**config.mk**
```make
export PLATFORM = sky130hd
export DESIGN_NAME = seq_category_argmax
export DESIGN_NICKNAME = d
export VERILOG_FILES = /design/src/rtl/lgn_pkg.sv /design/src/rtl/popcount_chunk.sv /design/src/rtl/seq_category_argmax.sv
export SDC_FILE = /design/constraint.sdc
export NUM_CORES = 1
export LEC_CHECK = 0
export BUFFER_PORTS_ARGS = -buffer_cell sky130_fd_sc_hd__buf_4
export CAP_MARGIN = 30
export CORE_ASPECT_RATIO = 1.5
export CORE_MARGIN = 10
export CORE_UTILIZATION = 62
export DETAILED_ROUTE_END_ITERATION = 16
export GPL_ROUTABILITY_DRIVEN = 0
export GPL_TIMING_DRIVEN = 0
export PLACE_DENSITY = 0.88
export SLEW_MARGIN = 20
export SYNTH_ARGS = -nofsm -noshare
export SYNTH_HDL_FRONTEND = slang
export SYNTH_SLANG_ARGS = --single-unit
```
**constraint.sdc**
```tcl
create_clock -name clk -period 18.6 [get_ports clk]
set_input_delay 1.86 -clock clk [delete_from_list [all_inputs] [get_ports clk]]
set_output_delay 1.86 -clock clk [all_outputs]
set_load 0.005 [all_outputs]
```
**src/rtl/lgn_pkg.sv**
```systemverilog
// lgn_pkg: shared defaults and FSM state type for the category argmax block.
//   DEF_CATEGORIES        default number of output classes
//   DEF_BITS_PER_CATEGORY default gate-output bits voting for each class
//   DEF_CHUNK             default bits per input beat
//   state_t               ACCUM (taking beats) / DONE (holding result)
package lgn_pkg;
    localparam int DEF_CATEGORIES        = 10;
    localparam int DEF_BITS_PER_CATEGORY = 255;
    localparam int DEF_CHUNK             = 32;

    typedef enum logic [0:0] {
        ST_ACCUM = 1'b0,
        ST_DONE  = 1'b1
    } state_t;
endpackage

```
**src/rtl/popcount_chunk.sv**
```systemverilog
// popcount_chunk: combinational population count of one input beat.
//   data  [W-1:0]            bits to count
//   count [$clog2(W+1)-1:0]  number of ones in data
module popcount_chunk
    import lgn_pkg::*;
#(
    parameter  int W  = DEF_CHUNK,
    localparam int CW = $clog2(W + 1)
) (
    input  logic [W-1:0]  data,
    output logic [CW-1:0] count
);
    always_comb begin
        count = '0;
        for (int i = 0; i < W; i++)
            count = count + CW'(data[i]);
    end
endmodule

```
**src/rtl/seq_category_argmax.sv**
```systemverilog
// seq_category_argmax: streams per-class vote bits, popcounts each class and
// reports the class with the largest count (ties go to the lower index).
//   clk, rst_n             clock, asynchronous active-low reset
//   in_valid/in_ready      input beat handshake, in_data = CHUNK bits (LSB first)
//   out_valid/out_ready    result handshake
//   out_index, out_value   winning class and its popcount
//   out_margin             (only with ARGMAX_MARGIN_EN) best minus second-best sum
module seq_category_argmax
    import lgn_pkg::*;
#(
    parameter  int CATEGORIES        = DEF_CATEGORIES,
    parameter  int BITS_PER_CATEGORY = DEF_BITS_PER_CATEGORY,
    parameter  int CHUNK             = DEF_CHUNK,
    localparam int IDX_W             = $clog2(CATEGORIES),
    localparam int SUM_W             = $clog2(BITS_PER_CATEGORY + 1)
) (
    input  logic             clk,
    input  logic             rst_n,
    input  logic             in_valid,
    output logic             in_ready,
    input  logic [CHUNK-1:0] in_data,
    output logic             out_valid,
    input  logic             out_ready,
    output logic [IDX_W-1:0] out_index,
    output logic [SUM_W-1:0] out_value
`ifdef ARGMAX_MARGIN_EN
    ,
    output logic [SUM_W-1:0] out_margin
`endif
);
    localparam int BEATS     = (BITS_PER_CATEGORY + CHUNK - 1) / CHUNK;
    localparam int BW        = (BEATS > 1) ? $clog2(BEATS) : 1;
    localparam int PC_W      = $clog2(CHUNK + 1);
    localparam int LAST_BITS = BITS_PER_CATEGORY - (BEATS - 1) * CHUNK;
    // Only the low LAST_BITS bits of a category's final beat are real votes.
    localparam logic [CHUNK-1:0] LAST_MASK = {CHUNK{1'b1}} >> (CHUNK - LAST_BITS);

    state_t           state;
    logic [BW-1:0]    beat_cnt;
    logic [IDX_W-1:0] cat_cnt;
    logic [SUM_W-1:0] acc;
    logic [SUM_W-1:0] best_value;
    logic [IDX_W-1:0] best_index;
    logic [PC_W-1:0]  pc;
    logic [CHUNK-1:0] masked;
    logic             last_beat;
    logic             last_cat;
    logic             take;
    logic [SUM_W-1:0] sum_next;
    logic [SUM_W-1:0] best_value_next;
    logic [IDX_W-1:0] best_index_next;

    assign in_ready  = (state == ST_ACCUM);
    assign out_valid = (state == ST_DONE);
    assign last_beat = (beat_cnt == BW'(BEATS - 1));
    assign last_cat  = (cat_cnt == IDX_W'(CATEGORIES - 1));
    assign masked    = last_beat ? (in_data & LAST_MASK) : in_data;

    popcount_chunk #(.W(CHUNK)) u_pop (
        .data  (masked),
        .count (pc)
    );

    // Category 0 seeds the best unconditionally; later ones must be strictly greater.
    always_comb begin
        sum_next        = acc + SUM_W'(pc);
        take            = (cat_cnt == '0) || (sum_next > best_value);
        best_value_next = take ? sum_next : best_value;
        best_index_next = take ? cat_cnt : best_index;
    end

`ifdef ARGMAX_MARGIN_EN
    logic [SUM_W-1:0] second_value;
    logic [SUM_W-1:0] second_next;

    // Runner-up is the max of every sum that did not become the best; a tie
    // with the best lands here, giving a zero margin.
    always_comb begin
        second_next = (cat_cnt == '0) ? '0 :
                      take ? best_value :
                      (sum_next > second_value) ? sum_next : second_value;
    end

    always_ff @(posedge clk or negedge rst_n) begin
        if (!rst_n) begin
            second_value <= '0;
            out_margin   <= '0;
        end else if (state == ST_ACCUM && in_valid && last_beat) begin
            second_value <= second_next;
            if (last_cat)
                out_margin <= best_value_next - second_next;
        end
    end
`endif

    always_ff @(posedge clk or negedge rst_n) begin
        if (!rst_n) begin
            state      <= ST_ACCUM;
            beat_cnt   <= '0;
            cat_cnt    <= '0;
            acc        <= '0;
            best_value <= '0;
            best_index <= '0;
            out_index  <= '0;
            out_value  <= '0;
        end else if (state == ST_DONE) begin
            if (out_ready) begin
                state    <= ST_ACCUM;
                beat_cnt <= '0;
                cat_cnt  <= '0;
                acc      <= '0;
            end
        end else if (in_valid) begin
            if (!last_beat) begin
                acc      <= sum_next;
                beat_cnt <= beat_cnt + 1'b1;
            end else begin
                acc        <= '0;
                beat_cnt   <= '0;
                best_value <= best_value_next;
                best_index <= best_index_next;
                if (last_cat) begin
                    state     <= ST_DONE;
                    cat_cnt   <= '0;
                    out_value <= best_value_next;
                    out_index <= best_index_next;
                end else begin
                    cat_cnt <= cat_cnt + 1'b1;
                end
            end
        end
    end
endmodule

```
== Yosys cells after proc, flatten, opt, wreduce, memory -nomap -nowiden ==
Index checks and enable logic that the tools add are counted.
Storage, ports and cells
  logic and storage cells: 76
  output and inout port bits: 14
  register bits: 40
Operators by class
  reduce and logical (&&, ||, !) cells: 8
  equality and inequality tests: 3
  magnitude comparators: 1
  add/subtract/negate cells: 34
  multiplexer cells: 21
  bitwise logic cells: 1
Operators by type and width (count)
  6-bit by 1-bit adder with 6-bit output: 30
  8-bit two-way mux: 5
  32-bit two-way mux: 1
  4-bit two-way mux: 6
  3-bit two-way mux: 4
  8-bit by 6-bit adder with 8-bit output: 1
  8-bit > comparator: 1
  3-bit AND reduction: 2
  1-bit two-way mux: 5
  4-bit by 1-bit adder with 4-bit output (second input constant): 1
  4-bit equality test (second input constant): 1
  4-bit logical NOT: 1
  4-bit AND reduction: 1
  2-bit nonzero test: 2
  3-bit by 1-bit adder with 3-bit output (second input constant): 1
  3-bit equality test (second input constant): 1
  1-bit by 1-bit adder with 2-bit output: 1
  2-bit != test (second input constant): 1
  2-bit AND reduction: 1
  1-bit logical OR: 1
  1-bit NOT: 1

== Longest topological paths before layout ==
Gate-level depths: netlist (run 1).
  depth after elaboration: 37
  mapped depth: 31
  mapped depth without buffers: 30

== Modules after synthesis ==
Synthesis (run 1) repeated with hierarchy kept, for this count alone.
Second synthesis, totals
  cells, all modules: 311
  area, all modules: 3259.4 um2
Modules (own cells, without submodules)
  seq_category_argmax: area an instance 2383.5 um2, instances 1, cells each 223
  popcount_chunk: area an instance 875.8 um2, instances 1, cells each 88

== Worst setup path before layout (run 1) ==
Ideal clock, no wire load.
  path kind: in2reg
  start point: input port in_data[0]
  end point: register best_value[2]
  arrival time: 8600 ps
  setup time: 125 ps
  stages on the path: 26
  path slack: 9875 ps
  path through: ha_1 -> inv_1 -> fa_1 -> fa_1 -> fa_1 -> fa_1 -> fa_1 -> fa_1 -> fa_1 -> fa_1 -> inv_1 -> a21o_1 -> a21oi_1 -> xnor2_1 -> ha_1 -> o21a_1 -> o31a_1 -> nor4_1 -> a311o_1 -> ha_1 -> nand4_1 -> a211o_1 -> nand3_2 -> nand3_2 -> buf_6 -> mux2_4
On the way
  word-level cells in the longest chain between the ends: 36
Ends and longest elaborated chain
  start: declaration: RTL line seq_category_argmax.sv:21  | input logic [CHUNK-1:0] in_data,
  32-bit two-way mux *: RTL line seq_category_argmax.sv:57  | assign masked = last_beat ? (in_data & LAST_MASK) : in_data;
  1-bit by 1-bit adder with 2-bit output *: RTL line popcount_chunk.sv:16  | count = count + CW'(data[i]);
  6-bit by 1-bit adder with 6-bit output * (30 in a row): RTL line popcount_chunk.sv:16
  8-bit by 6-bit adder with 8-bit output *: RTL line seq_category_argmax.sv:66  | sum_next = acc + SUM_W'(pc);
  8-bit > comparator: RTL line seq_category_argmax.sv:67  | take = (cat_cnt == '0) || (sum_next > best_value);
  1-bit logical OR: RTL line seq_category_argmax.sv:67
  8-bit two-way mux *: RTL line seq_category_argmax.sv:68  | best_value_next = take ? sum_next : best_value;
  end signal: assignment: RTL line seq_category_argmax.sv:120  | best_value <= best_value_next;
  end: declaration: RTL line seq_category_argmax.sv:42  | logic [SUM_W-1:0] best_value;
Mark *: on every way between the ends. The rest lies on a longest branch, timed or not.
A chain may end at the register's enable or synchronous reset.

== Worst setup path after layout (run 1) ==
  start point: input port in_data[0]
  end point: register best_value[6]
Same word-level chain as after synthesis.

==> Implementation_results.wiki, run 1 <==
{| class="wikitable"
! Metric !! Value
|-
| Outcome || completed
|-
| Count of routing violations after the opening detailed-route iteration || ~120
|-
| Leftover overflow at the end of global routing || 0
|-
| Post-synthesis area per instance || 9.64 sq um
|-
| Maximum net fanout on the critical path || 10
|-
| Die width || 77.8 um
|-
| Share of async-settable or async-resettable flops after synthesis || 1.00
|-
| Slowest stage delay, CP || 580 ps
|-
| Count of state elements after synthesis || 40
|-
| Ratio of cells with drive above 1 in the final layout || 0.190
|-
| Top area cells in the synthesized netlist || sky130_fd_sc_hd__dfrtp_1, sky130_fd_sc_hd__fa_1, sky130_fd_sc_hd__ha_1, sky130_fd_sc_hd__inv_1, sky130_fd_sc_hd__o21ai_0
|-
| Area growth, synth to finish || 18.7%
|-
| Count of cells along the worst hold path || 1
|-
| Hold_buf cts || 0
|-
| Endpoint of the lowest-slack register-to-register path || best_value[6]
|-
| Clock latency of the later-clocked register in the worst-skew pair || just under 300 ps
|-
| Area inside the core boundary || 4850 sq um
|-
| Remaining max-slew budget at the tightest pin || 0.515
|-
| Clock Sinks || 40
|-
| R2r startpoint || beat_cnt[0]
|-
| Number of levels in the clock H-tree || 2
|-
| Synth area leader || sky130_fd_sc_hd__dfrtp_1
|-
| Routed WL || between 6 and 7 mm
|-
| Final setup violation count || 0
|-
| Highest-count cells in the layout ignoring fill and taps || sky130_fd_sc_hd__inv_1, sky130_fd_sc_hd__buf_4, sky130_fd_sc_hd__dfrtp_1
|-
| Accumulated negative setup slack || 0 ps
|-
| Placed cell count || roughly 440
|-
| Cell variety after synth || 39
|-
| Flop2flop setup slack || 10,940 ps
|-
| Number of antenna diodes || 0
|-
| Number of CTS-inserted buffers || 5
|-
| Compound-cell area share of the yosys netlist || 0.143
|-
| Die area || 8300 sq um
|-
| Ratio of routed vias to standard cells || between 5 and 6
|-
| Number of buffers on the longest clock path || 2
|-
| Slew of the pin with the lowest slew margin || 727 ps
|-
| Starting utilization of the core area || 0.641
|-
| Path category of the worst min-delay check || flip-flop to flip-flop
|-
| Synthesized-area fraction occupied by xor and xnor cells || 0.0169
|-
| Root buffer cell || sky130_fd_sc_hd__clkbuf_8
|-
| Die H || 107 um
|-
| Largest family of logic cells by synthesized area || adder cells
|-
| Max-cap violations || 0
|-
| Fraction of post-synthesis cell area in the top cell type by area || 0.322
|-
| Total setup buffers inserted after CTS || 0
|-
| Path depth of the worst reg2reg path || 26
|-
| Area of the mapped netlist || 3110 sq um
|-
| Data arrival time of the critical path || 9300 ps
|-
| Number of buffers and inverters on the critical path || 4
|-
| Sequential area share after synthesis || 0.322
|-
| Number of resized instances in the post-cts repair step || 0
|-
| Post-synth EDFFs || 0
|-
| CP Class || input pin to flip-flop
|-
| Worst-case clock skew || 6.19 ps
|-
| Worst Hold Path EP || best_index[2]
|-
| Commonest register cell after synthesis || sky130_fd_sc_hd__dfrtp_1
|-
| Drt pass-1 iters || 4
|-
| HPWL after DPL || ~5.3 mm
|-
| Crit path max-delay family || adder cells
|-
| I/O pin count || 50
|-
| Number of placement rows || 31
|-
| DR DRC count || 0
|-
| Largest net degree at the start of global routing || 41
|-
| Setup repair after global routing missed its margin || no
|-
| YS warnings || 0
|-
| Data required time at the worst endpoint || 18,780 ps
|-
| Startpoint class of the critical path || input pin
|-
| Element type at the critical path end || flip-flop
|-
| Fin nets || 466
|-
| Syn Nets || 410
|-
| Fraction of the mapped netlist area in adder cells || 0.270
|-
| Final hold violations || 0
|-
| First-pass GRT wire length || between 10 and 15 mm
|-
| Final standard cell count with taps included and fillers excluded || 444
|-
| Dominant cell type by count on the critical path || sky130_fd_sc_hd__fa_1
|-
| Worst Hold Launch || best_index[2]
|-
| Simple-gate portion of the synthesized area || 0.0894
|-
| Number of fill cells || 325
|-
| Mux cell area share after synthesis || 0.0608
|-
| Time the final worst path needs with I/O delays and setup || between 9000 and 10,000 ps
|-
| Number of global-route vias before repair || 2,633
|-
| Fmax || 110 MHz
|-
| Overall routing resource usage || 0.165
|-
| Number of antenna violations at the first check in global routing || 0
|-
| Remaining number of nets flagged by the antenna check after routing || 0
|-
| Routed via count || 2,445
|-
| Cells after Synth || 322
|-
| Clock tree from TritonCTS || yes
|-
| Count of port buffers added during placement || 49
|-
| Crit path max-delay cell type || sky130_fd_sc_hd__fa_1
|-
| Commonest non-fill, non-tap cell in the layout || sky130_fd_sc_hd__inv_1
|-
| Final routed wire length divided by cell count || 15.0 um
|-
| Fraction of the cycle the final worst path needs || 0.491
|-
| Number of pins with negative max-slew slack in the final report || 0
|-
| Clock Pin Slew Worst Setup and Hold Paths || 70 ps
|}
[metrics by stage]
stage	util	instance area, sq um	setup WS [ps]	hold slack [ps]
2_1_floorplan	-	3110	9870	449
3_3_place_gp	0.733	3560	9350	461
3_5_place_dp	0.733	3560	9260	465
4_1_cts	0.760	3680	9490	491
5_1_grt	0.760	3680	9130	512
6_report	0.760	3680	9470	508
[area by class of cell]
type / count / area, sq um / area share
sequential: 40 / 1000 / 0.272
clock buffer: 5 / 68.8 / 0.0187
multi-input combinational: 205 / 1800 / 0.489
timing repair buffer: 49 / 368 / 0.0998
inverter: 69 / 259 / 0.0703
clock inverter: 2 / 60.1 / 0.0163
buffer: 8 / 42.5 / 0.0115
tap: 66 / 82.6 / 0.0224
[cells by family after synthesis]
| logic type | after synthesis |
|---|---|
| buffers and inverters | 77 |
| AOI/OAI and AO/OA | 72 |
| and+or+nand+nor | 59 |
| adders and majority gates | 52 |
| DFF | 40 |
| muxes | 16 |
| xor gates and xnor gates | 6 |
[sequential cells by signal (all words and copies together), names as in the netlist]
register,count
out_value,8
out_index,4
best_value,8
acc,8
best_index,4
cat_cnt,4
beat_cnt,3
out_valid,1
[synth_stat cells, types with 2 or more instances]
cell type,count
sky130_fd_sc_hd__buf_2,4
sky130_fd_sc_hd__mux2_2,3
sky130_fd_sc_hd__mux2i_1,8
sky130_fd_sc_hd__a41oi_1,2
sky130_fd_sc_hd__a21o_1,3
sky130_fd_sc_hd__clkbuf_1,3
sky130_fd_sc_hd__a31oi_1,5
sky130_fd_sc_hd__nor2b_1,5
sky130_fd_sc_hd__a21oi_1,20
sky130_fd_sc_hd__dfrtp_1,40
sky130_fd_sc_hd__o21ai_0,21
sky130_fd_sc_hd__inv_1,68
sky130_fd_sc_hd__nor3_1,2
sky130_fd_sc_hd__a211o_1,2
sky130_fd_sc_hd__ha_1,27
sky130_fd_sc_hd__a211oi_1,3
sky130_fd_sc_hd__nand2b_1,2
sky130_fd_sc_hd__a22o_1,8
sky130_fd_sc_hd__nand3_2,2
sky130_fd_sc_hd__nor2_1,17
sky130_fd_sc_hd__nand3_1,6
sky130_fd_sc_hd__and3_1,2
sky130_fd_sc_hd__o22ai_1,2
sky130_fd_sc_hd__nand2_1,19
sky130_fd_sc_hd__xnor2_1,5
sky130_fd_sc_hd__nand4_1,2
sky130_fd_sc_hd__mux2_4,5
sky130_fd_sc_hd__fa_1,25
[routing by layer]
metal  vias to the layer above  routed length (um)  GRT usage
li1                       1170                   -          -
met1                      1171                2540      0.169
met2                        87                3470      0.293
met3                        17                 468     0.0452
met4                         0                 204     0.0916
met5                         -                   0          0
[worst max-delay path by stage]
stage	cells after the start	from	slack (ps)	to
finish	27	in_data[0]	9470	best_value[6]
floorplan	26	in_data[0]	9870	best_value[2]
CTS	27	in_data[0]	9490	best_value[6]
global placement	27	in_data[0]	9350	best_value[3]
detailed placement	27	in_data[0]	9260	best_value[4]
global route	27	in_data[0]	9130	best_value[6]
Power of run 1 is left out: the tool's default activity adds up to more than one toggle a clock period on the data nets, which glitch-free logic cannot reach.
==> run 2, diff against run 1 <==
--- a/config.mk
+++ b/config.mk
@@ -9,11 +9,11 @@
 export CAP_MARGIN = 30
 export CORE_ASPECT_RATIO = 1.5
 export CORE_MARGIN = 10
-export CORE_UTILIZATION = 62
+export CORE_UTILIZATION = 57
 export DETAILED_ROUTE_END_ITERATION = 16
 export GPL_ROUTABILITY_DRIVEN = 0
 export GPL_TIMING_DRIVEN = 0
-export PLACE_DENSITY = 0.88
+export PLACE_DENSITY = 0.82
 export SLEW_MARGIN = 20
 export SYNTH_ARGS = -nofsm -noshare
 export SYNTH_HDL_FRONTEND = slang
==> constraint.sdc (replaced) <==
create_clock -name clk -period 8.5 [get_ports clk]
set_input_delay 0.85 -clock clk [delete_from_list [all_inputs] [get_ports clk]]
set_output_delay 0.85 -clock clk [all_outputs]
set_load 0.005 [all_outputs]
==> run 2 against run 1 <==
  * Final cell count grew 0.68%
  * Via count decreased by 3.4%
  * First-iteration DRC count decreased by 18%
  * Core utilization decreased by 5.6 points
  * Critical path type unchanged
  * Hold slack worse by 27 ps
==> Implementation_results.wiki, run 2 (synthesis results as in run 1) <==
{| class="wikitable"
! Metric !! Value
|-
| Outcome || completed
|-
| Root buffer cell || sky130_fd_sc_hd__clkbuf_8
|-
| Count of routing violations after the opening detailed-route iteration || 101
|-
| Element type at the critical path end || flip-flop
|-
| Area inside the core boundary || 5200 sq um
|-
| Time the final worst path needs with I/O delays and setup || 8090 ps
|-
| Post-detailed-placement cell area || roughly 3600 sq um
|-
| Count of cells along the worst hold path || 1
|-
| Startpoint class of the critical path || input pin
|-
| Number of buffers on the longest clock path || 2
|-
| Endpoint of the lowest-slack register-to-register path || best_value[4]
|-
| Starting utilization of the core area || 0.597
|-
| Worst-case clock skew || between 9 and 10 ps
|-
| Die width || ~80 um
|-
| Number of antenna violations at the first check in global routing || 0
|-
| Worst Hold Launch || best_index[2]
|-
| Area growth, synth to finish || 18.1%
|-
| Flop2flop setup slack || 870 ps
|-
| Accumulated negative setup slack || 0 ps
|-
| Remaining number of nets flagged by the antenna check after routing || 0
|-
| Drt pass-1 iters || 4
|-
| First-pass GRT wire length || between 10 and 15 mm
|-
| Final hold violations || 0
|-
| Summed area of non-filler cells in the final layout || 3670 sq um
|-
| Path depth of the worst reg2reg path || 26
|-
| Ratio of cells with drive above 1 in the final layout || 0.190
|-
| Fin nets || 466
|-
| Hold_buf cts || 0
|-
| Count of port buffers added during placement || 49
|-
| Ratio of routed vias to standard cells || 5.28
|-
| Fraction of the cycle the final worst path needs || 0.952
|-
| Max-cap violations || 0
|-
| Setup repair after global routing missed its margin || no
|-
| Number of antenna diodes || 0
|-
| Commonest non-fill, non-tap cell in the layout || sky130_fd_sc_hd__inv_1
|-
| HPWL after DPL || 5.32 mm
|-
| CP Class || input pin to flip-flop
|-
| Data arrival time of the critical path || just over 8000 ps
|-
| Largest registers || acc (8), best_value (8), out_value (8)
|-
| Total setup buffers inserted after CTS || 0
|-
| Leftover overflow at the end of global routing || 0
|-
| Number of global-route vias before repair || 2,529
|-
| Clock Sinks || 40
|-
| Final routed wire length divided by cell count || 14.1 um
|-
| Die H || roughly 110 um
|-
| Number of placement rows || 32
|-
| R2r startpoint || beat_cnt[1]
|-
| I/O pin count || 50
|-
| Number of resized instances in the post-cts repair step || 0
|-
| Path category of the worst min-delay check || flip-flop to flip-flop
|-
| Fmax || 124 MHz
|-
| Final setup violation count || 0
|-
| Die area || 8860 sq um
|-
| Maximum net fanout on the critical path || 10
|-
| Remaining max-slew budget at the tightest pin || 0.500
|-
| Clock Pin Slew Worst Setup and Hold Paths || about 70 ps
|-
| Slew of the pin with the lowest slew margin || 750 ps
|-
| Clock tree from TritonCTS || yes
|-
| Clock latency of the later-clocked register in the worst-skew pair || 300 ps
|-
| Highest-count cells in the layout ignoring fill and taps || sky130_fd_sc_hd__inv_1, sky130_fd_sc_hd__buf_4, sky130_fd_sc_hd__dfrtp_1
|-
| Worst Hold Path EP || best_index[2]
|-
| Routed WL || 6.29 mm
|-
| Overall routing resource usage || 0.151
|-
| Data required time at the worst endpoint || 8680 ps
|-
| Largest net degree at the start of global routing || about 40
|-
| Routed via count || roughly 2,400
|-
| Number of CTS-inserted buffers || 5
|-
| Number of pins with negative max-slew slack in the final report || 0
|-
| DR DRC count || 0
|-
| Number of levels in the clock H-tree || 2
|}
==> run 2: changes by cell type in the layout (fill, tap and decap cells not counted), sizes merged <==
cell    change
bufinv      -1
clkbuf      +1
clkinv      +1
==> run 2: final cells by class <==
class                      instances  area (sq um)
sequential                        40          1000
fill                             404          1540
clock inverter                     2          35.0
buffer                             8          42.5
timing repair buffer              49           368
inverter                          69           259
clock buffer                       6          72.6
tap                               68          85.1
multi-input combinational        205          1800
==> run 2: worst max path at each step <==
stage / start / end / slack, ps
CTS: in_data[0] / best_value[4] / 410
finish: in_data[0] / best_value[4] / 410
global placement: in_data[0] / best_value[3] / 250
floorplan: in_data[0] / best_value[2] / 780
global route: in_data[0] / best_value[4] / 50
detailed placement: in_data[0] / best_value[4] / 110
==> run 2: routing by layer <==
metal / part of all wire / global-route usage
met3: 0.069 / 0.0462
met5: 0 / 0
met1: 0.37 / 0.158
met2: 0.53 / 0.267
met4: 0.026 / 0.0646
==> run 2: worst max-delay path, stage by stage <==
cell and delay (ps):
sky130_fd_sc_hd__buf_4 110, sky130_fd_sc_hd__ha_1 280, sky130_fd_sc_hd__inv_1 70, sky130_fd_sc_hd__fa_1 440
sky130_fd_sc_hd__fa_1 580, sky130_fd_sc_hd__fa_1 450, sky130_fd_sc_hd__fa_1 500, sky130_fd_sc_hd__fa_1 550
sky130_fd_sc_hd__fa_1 440, sky130_fd_sc_hd__fa_1 410, sky130_fd_sc_hd__fa_1 410, sky130_fd_sc_hd__inv_1 70
sky130_fd_sc_hd__a21o_1 110, sky130_fd_sc_hd__a21oi_1 70, sky130_fd_sc_hd__xnor2_1 130, sky130_fd_sc_hd__ha_1 350
sky130_fd_sc_hd__o21a_1 140, sky130_fd_sc_hd__o31a_1 170, sky130_fd_sc_hd__nor4_1 60, sky130_fd_sc_hd__a311o_1 390
sky130_fd_sc_hd__ha_1 330, sky130_fd_sc_hd__nand4_1 170, sky130_fd_sc_hd__o21ai_1 420, sky130_fd_sc_hd__nand3_2 130
sky130_fd_sc_hd__nand3_2 150, sky130_fd_sc_hd__buf_6 180, sky130_fd_sc_hd__mux2_4 310
==> run 2: metrics by stage <==
stage | util | hold slack (ps) | cells | setup slack, ps
detailed placement | 0.684 | 470 | 439 | 115
floorplan | - | 449 | 322 | 785
global placement | 0.684 | 460 | 439 | 247
finish | 0.704 | 480 | 447 | 408
CTS | 0.704 | 486 | 447 | 410
global route | 0.704 | 513 | 447 | 50.8
Power of run 2 is left out for the same reason.
==> run 3, diff against run 2 <==
--- a/config.mk
+++ b/config.mk
@@ -13,6 +13,7 @@
 export DETAILED_ROUTE_END_ITERATION = 16
 export GPL_ROUTABILITY_DRIVEN = 0
 export GPL_TIMING_DRIVEN = 0
+export MAX_ROUTING_LAYER = met4
 export PLACE_DENSITY = 0.82
 export SLEW_MARGIN = 20
 export SYNTH_ARGS = -nofsm -noshare
==> run 3 against run 2 <==
  * Wire length increased by 0.27%
  * Final cell count unchanged
  * Clock skew is essentially flat
  * Sequential share of layout area is the same
  * Non-clock buffer count stayed put
  * Count of clock-buffer cells in the layout is the same
  * First-iteration DRC count rose by 13%
  * Die area unchanged
  * Fmax about the same
  * Cell area unchanged
  * Via count rose by 0.30%
==> Implementation_results.wiki, run 3 (synthesis results as in run 1) <==
{| class="wikitable"
! Metric !! Value
|-
| Largest registers || acc (8), best_value (8), out_value (8)
|-
| Die H || 110 um
|-
| Sequential cell area || 1000 sq um
|-
| Ratio of cells with drive above 1 in the final layout || 0.190
|-
| Number of antenna violations at the first check in global routing || 0
|-
| Path category of the worst min-delay check || flip-flop to flip-flop
|-
| Number of buffers on the longest clock path || 2
|-
| Total setup buffers inserted after CTS || 0
|-
| Die area || 8860 sq um
|-
| Final setup violation count || 0
|-
| Time the final worst path needs with I/O delays and setup || roughly 8100 ps
|-
| Outcome || completed
|-
| Final routed wire length divided by cell count || ~14 um
|-
| Setup repair after global routing missed its margin || no
|-
| Routed via count || roughly 2,400
|-
| Area growth, synth to finish || 18.1%
|-
| Highest-count cells in the layout ignoring fill and taps || sky130_fd_sc_hd__inv_1, sky130_fd_sc_hd__buf_4, sky130_fd_sc_hd__dfrtp_1
|-
| Starting utilization of the core area || 0.597
|-
| Number of fill cells || 404
|-
| Remaining max-slew budget at the tightest pin || 0.500
|-
| Leftover overflow at the end of global routing || 0
|-
| Startpoint class of the critical path || input pin
|-
| Overall routing resource usage || 0.156
|-
| CP Class || input pin to flip-flop
|-
| Fraction of the cycle the final worst path needs || 0.952
|-
| Number of buffers and inverters on the critical path || 4
|-
| Number of resized instances in the post-cts repair step || 0
|-
| Remaining number of nets flagged by the antenna check after routing || 0
|-
| Post-place setup slack || 115 ps
|-
| Slowest stage delay, CP || slightly below 600 ps
|-
| Number of global-route vias before repair || 2,523
|-
| Largest net degree at the start of global routing || 41
|-
| Combined area of the multi-input logic cells || 1800 sq um
|-
| Slew of the pin with the lowest slew margin || 750 ps
|-
| Final hold violations || 0
|-
| Fin nets || 466
|-
| Hold_buf cts || 0
|-
| Count of port buffers added during placement || 49
|-
| Root buffer cell || sky130_fd_sc_hd__clkbuf_8
|-
| Number of placement rows || 32
|-
| Clock latency of the later-clocked register in the worst-skew pair || 300 ps
|-
| Data arrival time of the critical path || ~8300 ps
|-
| HPWL after DPL || 5.32 mm
|-
| Maximum net fanout on the critical path || 10
|-
| Count of routing violations after the opening detailed-route iteration || about 110
|-
| Clock Sinks || 40
|-
| Routed WL || 6.31 mm
|-
| Placed cell count || 439
|-
| Worst Setup Slack, final || 409 ps
|-
| Number of levels in the clock H-tree || 2
|-
| Number of pins with negative max-slew slack in the final report || 0
|-
| Clock Pin Slew Worst Setup and Hold Paths || 70 ps
|-
| Accumulated negative setup slack || 0 ps
|-
| Ratio of routed vias to standard cells || between 5 and 6
|-
| Dominant cell type by count on the critical path || sky130_fd_sc_hd__fa_1
|-
| Element type at the critical path end || flip-flop
|-
| Drt pass-1 iters || 4
|-
| Number of CTS-inserted buffers || 5
|-
| Area inside the core boundary || 5200 sq um
|-
| First-pass GRT wire length || approximately 11 mm
|-
| DR DRC count || 0
|-
| Data required time at the worst endpoint || 8680 ps
|-
| Final standard cell count with taps included and fillers excluded || 447
|-
| Number of antenna diodes || 0
|-
| Commonest non-fill, non-tap cell in the layout || sky130_fd_sc_hd__inv_1
|-
| Fraction of the core area covered by cells at the end of the flow || 0.704
|-
| Die width || 80.3 um
|-
| Clock tree from TritonCTS || yes
|-
| I/O pin count || 50
|-
| Crit path max-delay cell type || sky130_fd_sc_hd__fa_1
|-
| Worst-case clock skew || 10.0 ps
|-
| Fmax || 124 MHz
|-
| Crit path max-delay family || adder cells
|-
| Max-cap violations || 0
|}
## run 3: per-stage QoR
step | instance area (sq um) | hold slack [ps]
after CTS | 3670 | 486
after global routing | 3670 | 513
final | 3670 | 480
after floorplan | 3110 | 449
after detailed placement | 3560 | 470
after global placement | 3560 | 460
## run 3: worst paths after layout
check | from | to | slack, ps | cells past startpoint
worst max-delay path | in_data[0] | best_value[4] | 410 | 27
worst min register to register | best_index[2] | best_index[2] | 480 | 1
worst max register to register | beat_cnt[1] | best_value[4] | 870 | 26
max in group asynchronous | rst_n | best_value[6] | 7630 | 1
min in group asynchronous | rst_n | beat_cnt[2] | 520 | 1
worst min-delay path | best_index[2] | best_index[2] | 480 | 1
## run 3: layer usage
metal  vias up  track usage  wire (um)
met4         0       0.0646        163
met1      1134        0.163       2440
li1       1165            -          -
met3        11       0.0373        348
met2        58        0.267       3360
met5         -            -          0
## run 3: layout make-up
class,instances,area share
clock buffer,6,0.0198
multi-input combinational,205,0.492
sequential,40,0.273
tap,68,0.0232
timing repair buffer,49,0.100
inverter,69,0.0706
buffer,8,0.0116
clock inverter,2,0.00956
## run 3: worst reg2reg max path: cells and delay by family (launching register included)
| family | cells | cell delay, ps |
|---|---|---|
| buffers and inverters | 2 | 250 |
| and+or+nand+nor | 5 | 700 |
| AOI/OAI and AO/OA | 6 | 1290 |
| muxes | 1 | 310 |
| DFF | 1 | 400 |
| adders and majority gates | 11 | 4430 |
| xor gates and xnor gates | 1 | 130 |
Power of run 3 is left out for the same reason.
